`src/rtl/adc7478_rx.sv`:
```
// AD7478 serial ADC reader: frames one 16-SCLK conversion per request.
// Ports: clk/reset, start (level request), cs/sclk/so to the ADC,
//   eoc (1-clk pulse with new data), data (last 8-bit sample).
module adc7478_rx #(
  parameter int ADC_DIV = 4
) (
  input  logic       clk,
  input  logic       reset,
  input  logic       start,
  output logic       cs,
  output logic       sclk,
  input  logic       so,
  output logic       eoc,
  output logic [7:0] data
);

  typedef enum logic [1:0] {
    S_IDLE,
    S_CONV,
    S_DONE,
    S_QUIET
  } state_t;

  localparam int DIV_W = $clog2(ADC_DIV);
  localparam logic [DIV_W-1:0] DIV_LAST  = DIV_W'(ADC_DIV - 1);
  localparam logic [DIV_W-1:0] HALF_LAST = DIV_W'(ADC_DIV / 2 - 1);

  state_t           state, state_n;
  logic [DIV_W-1:0] div_cnt, div_n;
  logic [3:0]       bit_cnt, bit_n;
  logic [7:0]       shreg;
  logic             sample;

  // SCLK rises on the edge that leaves the low half of a period;
  // ADC samples 4..11 (bit_cnt 3..10) carry the byte, MSB first.
  assign sample = (state == S_CONV) && (div_cnt == HALF_LAST) &&
                  (bit_cnt >= 4'd3) && (bit_cnt <= 4'd10);

  always_comb begin
    state_n = state;
    div_n   = div_cnt;
    bit_n   = bit_cnt;
    unique case (state)
      S_IDLE: begin
        div_n = '0;
        bit_n = '0;
        if (start) state_n = S_CONV;
      end
      S_CONV: begin
        if (div_cnt == DIV_LAST) begin
          div_n = '0;
          if (bit_cnt == 4'd15) begin
            bit_n   = '0;
            state_n = S_DONE;
          end else begin
            bit_n = bit_cnt + 4'd1;
          end
        end else begin
          div_n = div_cnt + 1'b1;
        end
      end
      S_DONE: begin
        div_n   = '0;
        bit_n   = '0;
        state_n = S_QUIET;
      end
      S_QUIET: begin
        if (div_cnt == DIV_LAST) begin
          div_n = '0;
          if (bit_cnt == 4'd1) begin
            bit_n   = '0;
            state_n = S_IDLE;
          end else begin
            bit_n = bit_cnt + 4'd1;
          end
        end else begin
          div_n = div_cnt + 1'b1;
        end
      end
      default: state_n = S_IDLE;
    endcase
  end

  // Pins are registered from next-state so they are glitch-free.
  always_ff @(posedge clk) begin
    if (reset) begin
      state   <= S_IDLE;
      div_cnt <= '0;
      bit_cnt <= '0;
      shreg   <= '0;
      data    <= '0;
      cs      <= 1'b1;
      sclk    <= 1'b1;
      eoc     <= 1'b0;
    end else begin
      state   <= state_n;
      div_cnt <= div_n;
      bit_cnt <= bit_n;
      if (sample) shreg <= {shreg[6:0], so};
      if (state == S_CONV && state_n == S_DONE) data <= shreg;
      cs      <= (state_n != S_CONV);
      sclk    <= !((state_n == S_CONV) && (div_n <= HALF_LAST));
      eoc     <= (state_n == S_DONE);
    end
  end

endmodule

```
`src/rtl/adc7478_b_mod_fcs.sv`:
```
// 802.11b backscatter tag datapath: ADC reader, DBPSK scrambler/encoder, CRC-32.
// Ports: clk/reset; adc_* ADC pins and result; s_in tag bits; sym_stb/mod_en/mod_out
//   modulator; crc_stb/crc_en/crc_clr/crc_val FCS.
module adc7478_b_mod_fcs #(
  parameter int          ADC_DIV  = 4,
  parameter logic [31:0] CRC_POLY = 32'h04C11DB7
) (
  input  logic        clk,
  input  logic        reset,
  input  logic        adc_start,
  output logic        adc_cs,
  output logic        adc_sclk,
  input  logic        adc_so,
  output logic        adc_eoc,
  output logic [7:0]  adc_data,
  input  logic        s_in,
  input  logic        sym_stb,
  input  logic        mod_en,
  output logic        mod_out,
  input  logic        crc_stb,
  input  logic        crc_en,
  input  logic        crc_clr,
  output logic [31:0] crc_val
);

  adc7478_rx #(
    .ADC_DIV(ADC_DIV)
  ) u_rx (
    .clk  (clk),
    .reset(reset),
    .start(adc_start),
    .cs   (adc_cs),
    .sclk (adc_sclk),
    .so   (adc_so),
    .eoc  (adc_eoc),
    .data (adc_data)
  );

  logic [7:1] e;
  logic       e_new;
  logic       fb;

  // Self-synchronizing scrambler x^7+x^4+1, then differential encode.
  assign e_new = s_in ^ e[4] ^ e[7];

  always_ff @(posedge clk) begin
    if (reset || !mod_en) begin
      e       <= '0;
      mod_out <= 1'b0;
    end else if (sym_stb) begin
      e       <= {e[6:1], e_new};
      mod_out <= mod_out ^ e_new;
    end
  end

  // Zero-init, no final inversion: the CRC stays linear over XOR.
  assign fb = crc_val[31] ^ s_in;

  always_ff @(posedge clk) begin
    if (reset || crc_clr) begin
      crc_val <= '0;
    end else if (crc_stb && crc_en) begin
      crc_val <= {crc_val[30:0], 1'b0} ^ (fb ? CRC_POLY : 32'd0);
    end
  end

endmodule

```
`config.mk`:
```
export PLATFORM = sky130hd
export DESIGN_NAME = adc7478_b_mod_fcs
export DESIGN_NICKNAME = d
export VERILOG_FILES = /design/src/rtl/adc7478_rx.sv /design/src/rtl/adc7478_b_mod_fcs.sv
export SDC_FILE = /design/constraint.sdc
export NUM_CORES = 1
export LEC_CHECK = 0
export CAP_MARGIN = 15
export CORE_UTILIZATION = 51
export CTS_CLUSTER_DIAMETER = 30
export DETAILED_ROUTE_END_ITERATION = 8
export MAX_ROUTING_LAYER = met4
export PLACE_DENSITY = 0.78
export SLEW_MARGIN = 20
export SYNTH_ARGS = -nofsm -noshare
export SYNTH_HDL_FRONTEND = slang
export SYNTH_SLANG_ARGS = --single-unit
```
`constraint.sdc`:
```
create_clock -name clk -period 1.8 [get_ports clk]
set_input_delay 0.45 -clock clk [delete_from_list [all_inputs] [get_ports clk]]
set_output_delay 0.45 -clock clk [all_outputs]
set_load 0.01 [all_outputs]
```
After elaboration in Yosys (flattened, before gate mapping). Index checks and enable logic that the tools add are counted.

Bits in registers: 67. Latch bits: 0. RAM bits: 0. Memory bits (read-only): 0. Bits of input ports: 10. Output and inout port bits: 44. Word-level logic and storage cells: 61. Memories kept: 0.

Add/sub/neg operators: 2. Multiply operators: 0. Div/mod/pow operators: 0. $lt $le $gt $ge: 3. Eq/ne operators: 12. Shift-type cells: 0. Mux-type cells: 14. Bitwise gates (word level): 5. Reduce and logical (&&, ||, !) cells: 14.

Operator list (number): XOR 32 x 27 -> 32 bit (1); two-way mux 27 bit (1); two-way mux 4 bit (4); two-way mux 2 bit (6); one-hot mux 4 bit (3 select lines) (1); equality test 2 bit, second input constant (4); one-hot mux 2 bit (4 select lines) (1); equality test 2 x 1 -> 1 bit, second input constant (3); logical AND 1 bit (6); adder 4 x 1 -> 4 bit, second input constant (1); equality test 4 x 1 -> 1 bit, second input constant (1); equality test 4 bit, second input constant (1); >= comparator 4 x 2 -> 1 bit, second input constant (1); <= comparator 4 bit, second input constant (1); != test 2 x 1 -> 1 bit, second input constant (2); one-hot mux 2 bit (2 select lines) (1); OR reduction 2 bit (2); XOR 1 bit (4); adder 2 x 1 -> 2 bit, second input constant (1); <= comparator 2 x 1 -> 1 bit, second input constant (1); logical NOT 1 bit (2); logical NOT 2 bit (1); logical OR 1 bit (2); != test 2 bit, second input constant (1); AND reduction 2 bit (1).

Depth between registers and ports, before layout.
Word-level depth: 7. Mapped depth: 6. Depth with buffers taken out: 6.

By module. From an unflattened synthesis, not the netlist that was laid out.

Cell total of the unflattened synthesis: 296. Area, all modules: 2702.6 um^2.

Modules (own cells, without submodules): adc7478_b_mod_fcs (instances 1, cells an instance 188, area an instance 1574.0 um^2, sequential area each 800.8 um^2); adc7478_rx (instances 1, cells an instance 108, area an instance 1128.6 um^2, sequential area each 540.5 um^2).

Worst setup path before layout. OpenSTA, ideal clock, no wires.

Kind: register to register. Start: register u_rx.bit_cnt[0]. End: register u_rx.shreg[0]. Library setup time: 72 ps. Arrival time: 1296 ps. Data required time: 1728 ps. Slack: 433 ps. Cell stages (with the launch flop): 6. Path buffers: 0. Period minus slack after synthesis: 1367 ps. Path through: dfxtp_1 > ha_1 > or3_1 > nand4b_1 > a21oi_4 > mux2i_1.

Longest elaborated chain between the ends: 3. Elaborated cells on any way between the ends: 4. Those cells by class: order compare (2); reduce/logical (2).

RTL lines: start, declared (RTL line adc7478_rx.sv:30) `logic [3:0] bit_cnt, bit_n;`; start signal, assigned (RTL line adc7478_rx.sv:98) `bit_cnt <= bit_n;`; >= comparator 4 x 2 -> 1 bit (RTL line adc7478_rx.sv:37) `(bit_cnt >= 4'd3) && (bit_cnt <= 4'd10);`; logical AND 1 bit (RTL line adc7478_rx.sv:36) `assign sample = (state == S_CONV) && (div_cnt == HALF_LAST) &&`; logical AND 1 bit (*) (RTL line adc7478_rx.sv:37); end signal, assigned (RTL line adc7478_rx.sv:99) `if (sample) shreg <= {shreg[6:0], so};`; end, declared (RTL line adc7478_rx.sv:31) `logic [7:0] shreg;`.

Mark *: on every way between the ends. The rest lies on a longest branch, timed or not. A chain may end at the register's enable or synchronous reset.

Final worst setup path.
Start: register crc_val[4]. End: output crc_val[4].

RTL lines: start, declared (RTL line adc7478_b_mod_fcs.sv:23) `output logic [31:0] crc_val`; start signal, assigned (RTL line adc7478_b_mod_fcs.sv:63) `crc_val <= {crc_val[30:0], 1'b0} ^ (fb ? CRC_POLY : 32'd0);`.

No word-level cell between the ends.

==> results_tabular.tex <==
\begin{tabular}{lr}
\hline
Metric & Value \\
\hline
\multicolumn{2}{l}{\textbf{Outcome}} \\
Status & finished, final reports clean \\
\multicolumn{2}{l}{\textbf{Floorplan}} \\
Die X-Extent & 75.57 um \\
Starting utilization of the core area & 53.36\% \\
Placement row count & 26 \\
DIE AREA & 0.005710 mm2 \\
Floorplan core area & 0.005172 mm2 \\
Die Span Y & 75.57 um \\
Number of primary I/O pins & 54 \\
\multicolumn{2}{l}{\textbf{CTS}} \\
Post-CTS setup repair buffer count & 0 \\
Post-cts hold buffer count & 0 \\
Clock slew at the register clock pins of the worst setup and hold paths & 0.07 ns \\
Cells resized by post-CTS repair & 0 \\
TritonCTS clock tree & built \\
Clock H-tree levels & 3 \\
Clk Tree Root Cell & clkbuf\_8 \\
Number of CTS-inserted buffers & 9 \\
Source-to-sink clock delay at the later pin of the worst-skew pair & 0.33 ns \\
Number of clock sinks seen by CTS & 67 \\
Maximum buffer depth of the clock tree & 2 \\
\multicolumn{2}{l}{\textbf{Timing}} \\
Peak clock frequency supported by timing & 0.5679 GHz \\
Time the worst path needs with I/O delays and setup & 1.761 ns \\
Relative slew slack & 71.93\% \\
Worst hold slack & 0.4680 ns \\
Number of pins exceeding their max-slew limit in the final report & 0 \\
Setup\_tns & 0 ns \\
Final hold vios & 0 \\
Min setup slack post-route & 0.03904 ns \\
Portion of the clock cycle consumed by the worst path in the final layout & 97.83\% \\
Slew of the pin with the lowest slew margin & 0.4205 ns \\
Final-report setup violation count & 0 \\
Maximum clock skew at final layout & 0.004654 ns \\
Setup repair after global routing missed its margin & no \\
\multicolumn{2}{l}{\textbf{Finish}} \\
Area delta synth->final & 31.55\% \\
Fraction of layout instances using a drive strength above 1 & 9.945\% \\
Total inserted antenna cells & 0 \\
Net count reported at finish & 373 \\
Cell area after layout & 0.003631 mm2 \\
\multicolumn{2}{l}{\textbf{Pwr}} \\
IR Drop Worst-Case VDD & 561.8 uV \\
Cell internal pwr & 0.002416 W \\
Switching Power & 0.0006735 W \\
Part of the total power dissipated in the clock network & 43.9\% \\
Logic gate share of total power & 6.9\% \\
Proportion of power drawn by flip-flops and latches & 49.2\% \\
Leakage power summed over all cells & 1.302 nW \\
Final Total Pwr & 0.003090 W \\
Switching Share & 21.80\% \\
Power Dens Cells & 851.0 mW/mm2 \\
\multicolumn{2}{l}{\textbf{Synth}} \\
Yosys cell types & 39 \\
Most instantiated cells after synthesis & nand2\_1 (71), dfxtp\_1 (67), a21oi\_1 (35) \\
Post-synthesis instance total & 303 \\
Most area-consuming cells after synthesis & dfxtp\_1 (49\%), nand2\_1 (9.7\%), mux2i\_1 (8.0\%) \\
Proportion of synthesized flip-flops having asynchronous set or reset & 0\% \\
Most common cell in the netlist & nand2\_1 \\
Share of the synthesized area in the top cell type & 48.59\% \\
Number of storage elements in the synthesis netlist & 67 \\
Yosys synthesis warning count & 0 \\
Netlist Area Pre-Place & 0.002760 mm2 \\
Post-synthesis sequential area ratio & 48.59\% \\
Cell accounting for the most synthesized area & dfxtp\_1 \\
Net count after synthesis & 318 \\
Count of flip-flops with a built-in enable after synthesis & 0 \\
Average cell area after synthesis & 9.109 um2 \\
Most common flop cell mapped by yosys & dfxtp\_1 \\
\multicolumn{2}{l}{\textbf{Hold path}} \\
Number of cells traversed by the worst hold path & 2 \\
Class of the most critical hold timing path & reg2reg \\
Launch point of the worst hold path & crc\_val[29] \\
Endpoint, Worst Hold & crc\_val[30] \\
\multicolumn{2}{l}{\textbf{Critical path}} \\
Worst setup slack for register-to-register paths & 0.16 ns \\
Crit path arrival time & 1.31 ns \\
Crit path capture type & primary output \\
Reg-to-Reg End & u\_rx.shreg[0] \\
Buffers \& Inverters on Critical Path & 1 \\
Worst Reg-to-Reg Cells & 5 \\
Crit path required time & 1.35 ns \\
Longest individual stage delay on the worst path & 0.58 ns \\
Critical Path Start Type & flop \\
Worst-path maximum fanout & 3 \\
Startpoint of the most critical register-to-register path & u\_rx.bit\_cnt[0] \\
Category of cells accounting for the largest share of critical-path delay & buffers and inverters \\
Slowest CP cell & clkdlybuf4s50\_1 \\
Crit Path Class & reg2out \\
List of cells traversed by the critical path & clkdlybuf4s50\_1 \\
\multicolumn{2}{l}{\textbf{Detailed routing}} \\
DRT Pass-1 Iters & 4 \\
WL/cell & 12.82 um \\
Final wirelength & 5.538 mm \\
Number of DRC markers in iteration 0 & 118 \\
Via density & 5.102 \\
Number of remaining DRC errors & 0 \\
Antenna violation net count after detailed routing & 0 \\
Routed via count & 2204 \\
\multicolumn{2}{l}{\textbf{Placement}} \\
Port Buffer Count & 53 \\
Routability congestion estimate from global placement & 0.7971 \\
Placement Cell Area & 0.003416 mm2 \\
DPL Wire Length & 3.730 mm \\
Placement Setup Slack & 0.03612 ns \\
\multicolumn{2}{l}{\textbf{Global routing}} \\
Global route total overflow & 0 \\
Total global-route track usage & 21.91\% \\
Number of global-route vias before repair & 1978 \\
First-pass GRT wire length & 9.080 mm \\
Initial antenna violation count & 0 \\
Maximum number of pins on one net before global-route repair & 34 \\
\multicolumn{2}{l}{\textbf{Job}} \\
Number of maximum-capacitance violations & 0 \\
\hline
\end{tabular}
[final cells by class]
class	count	area (um2)
multi-input combinational	213	1300
fill	405	1541
timing repair buffer	64	675.6
clock buffer	10	137.6
inverter	3	11.26
clock inverter	5	77.57
sequential	67	1341
tap	70	87.58
[worst min-delay path, cell delays in order (launching register included)]
cell and delay, ns:
dfxtp_1 0.32, nand2_1 0.05, a21oi_1 0.05
[power groups by stage]
stage	clock, W	combinational [W]	sequential [W]
after floorplan	0	0.000125	0.00155
after global placement	0	0.000211	0.00155
after detailed placement	0	0.000214	0.00156
after CTS	0.00138	0.000215	0.00152
after global routing	0.00145	0.000233	0.00152
final	0.00136	0.000213	0.00152
[registers in the layout, summed over array words and instances (netlist names), 2 cells and up]
signal	count
crc_val	32
u_rx.data	8
u_rx.shreg	8
e	7
u_rx.bit_cnt	4
u_rx.div_cnt	2
u_rx.state	2
[how the worst max path moves through the flow]
stage | from | end | slack (ns) | depth (start not counted)
3_5_place_dp | s_in | crc_val[4] | 0.04 | 6
2_1_floorplan | u_rx.bit_cnt[0] | u_rx.shreg[0] | 0.43 | 5
6_report | crc_val[4] | crc_val[4] | 0.04 | 1
5_1_grt | crc_val[0] | crc_val[0] | 0.001 | 1
3_3_place_gp | s_in | crc_val[26] | 0.10 | 6
4_1_cts | crc_val[4] | crc_val[4] | 0.03 | 1
[cells in the final DEF (no fill, tap or decap), types with 5 or more instances in the layout]
cell             netlist  routed
clkbuf_8               0      10
a21oi_1               35      35
mux2i_1               22      22
clkdlybuf4s50_1        0      53
dfxtp_1               67      67
nand2_1               71      71
ha_1                   5       5
buf_4                  2       6
buf_12                 0       5
nand2b_1              12      12
xnor2_1               13      13
nor2_1                20      20
[cell families (layout without fill, tap and decap cells)]
group / Yosys count / after routing / share of synthesized area [%]
multiplexers: 22 / 22 / 7.978
adder cells (fa/ha/maj): 5 / 5 / 2.267
AND/OR/NAND/NOR: 124 / 124 / 21.26
flip-flops: 67 / 67 / 48.59
XOR/XNOR: 16 / 16 / 5.893
AO/OA/AOI/OAI: 46 / 46 / 9.701
buffers and inverters: 23 / 82 / 4.306
[routing by layer]
metal / up-vias / routed length (um) / part of all wire (%) / GRT usage, %
met1: 1036 / 2591 / 47 / 27.39
met3: 9 / 282 / 5.1 / 5.423
met2: 45 / 2564 / 46 / 32.74
met5: - / 0 / 0 / -
met4: 0 / 99 / 1.8 / 11.52
li1: 1114 / - / - / -
[stage by stage]
stage	instances	utilization, %
3_3_place_gp	417	66.04
3_5_place_dp	417	66.04
2_1_floorplan	303	-
6_report	432	70.20
5_1_grt	432	70.20
4_1_cts	432	70.20
No activity file was read; power rests on OpenSTA's default activity.
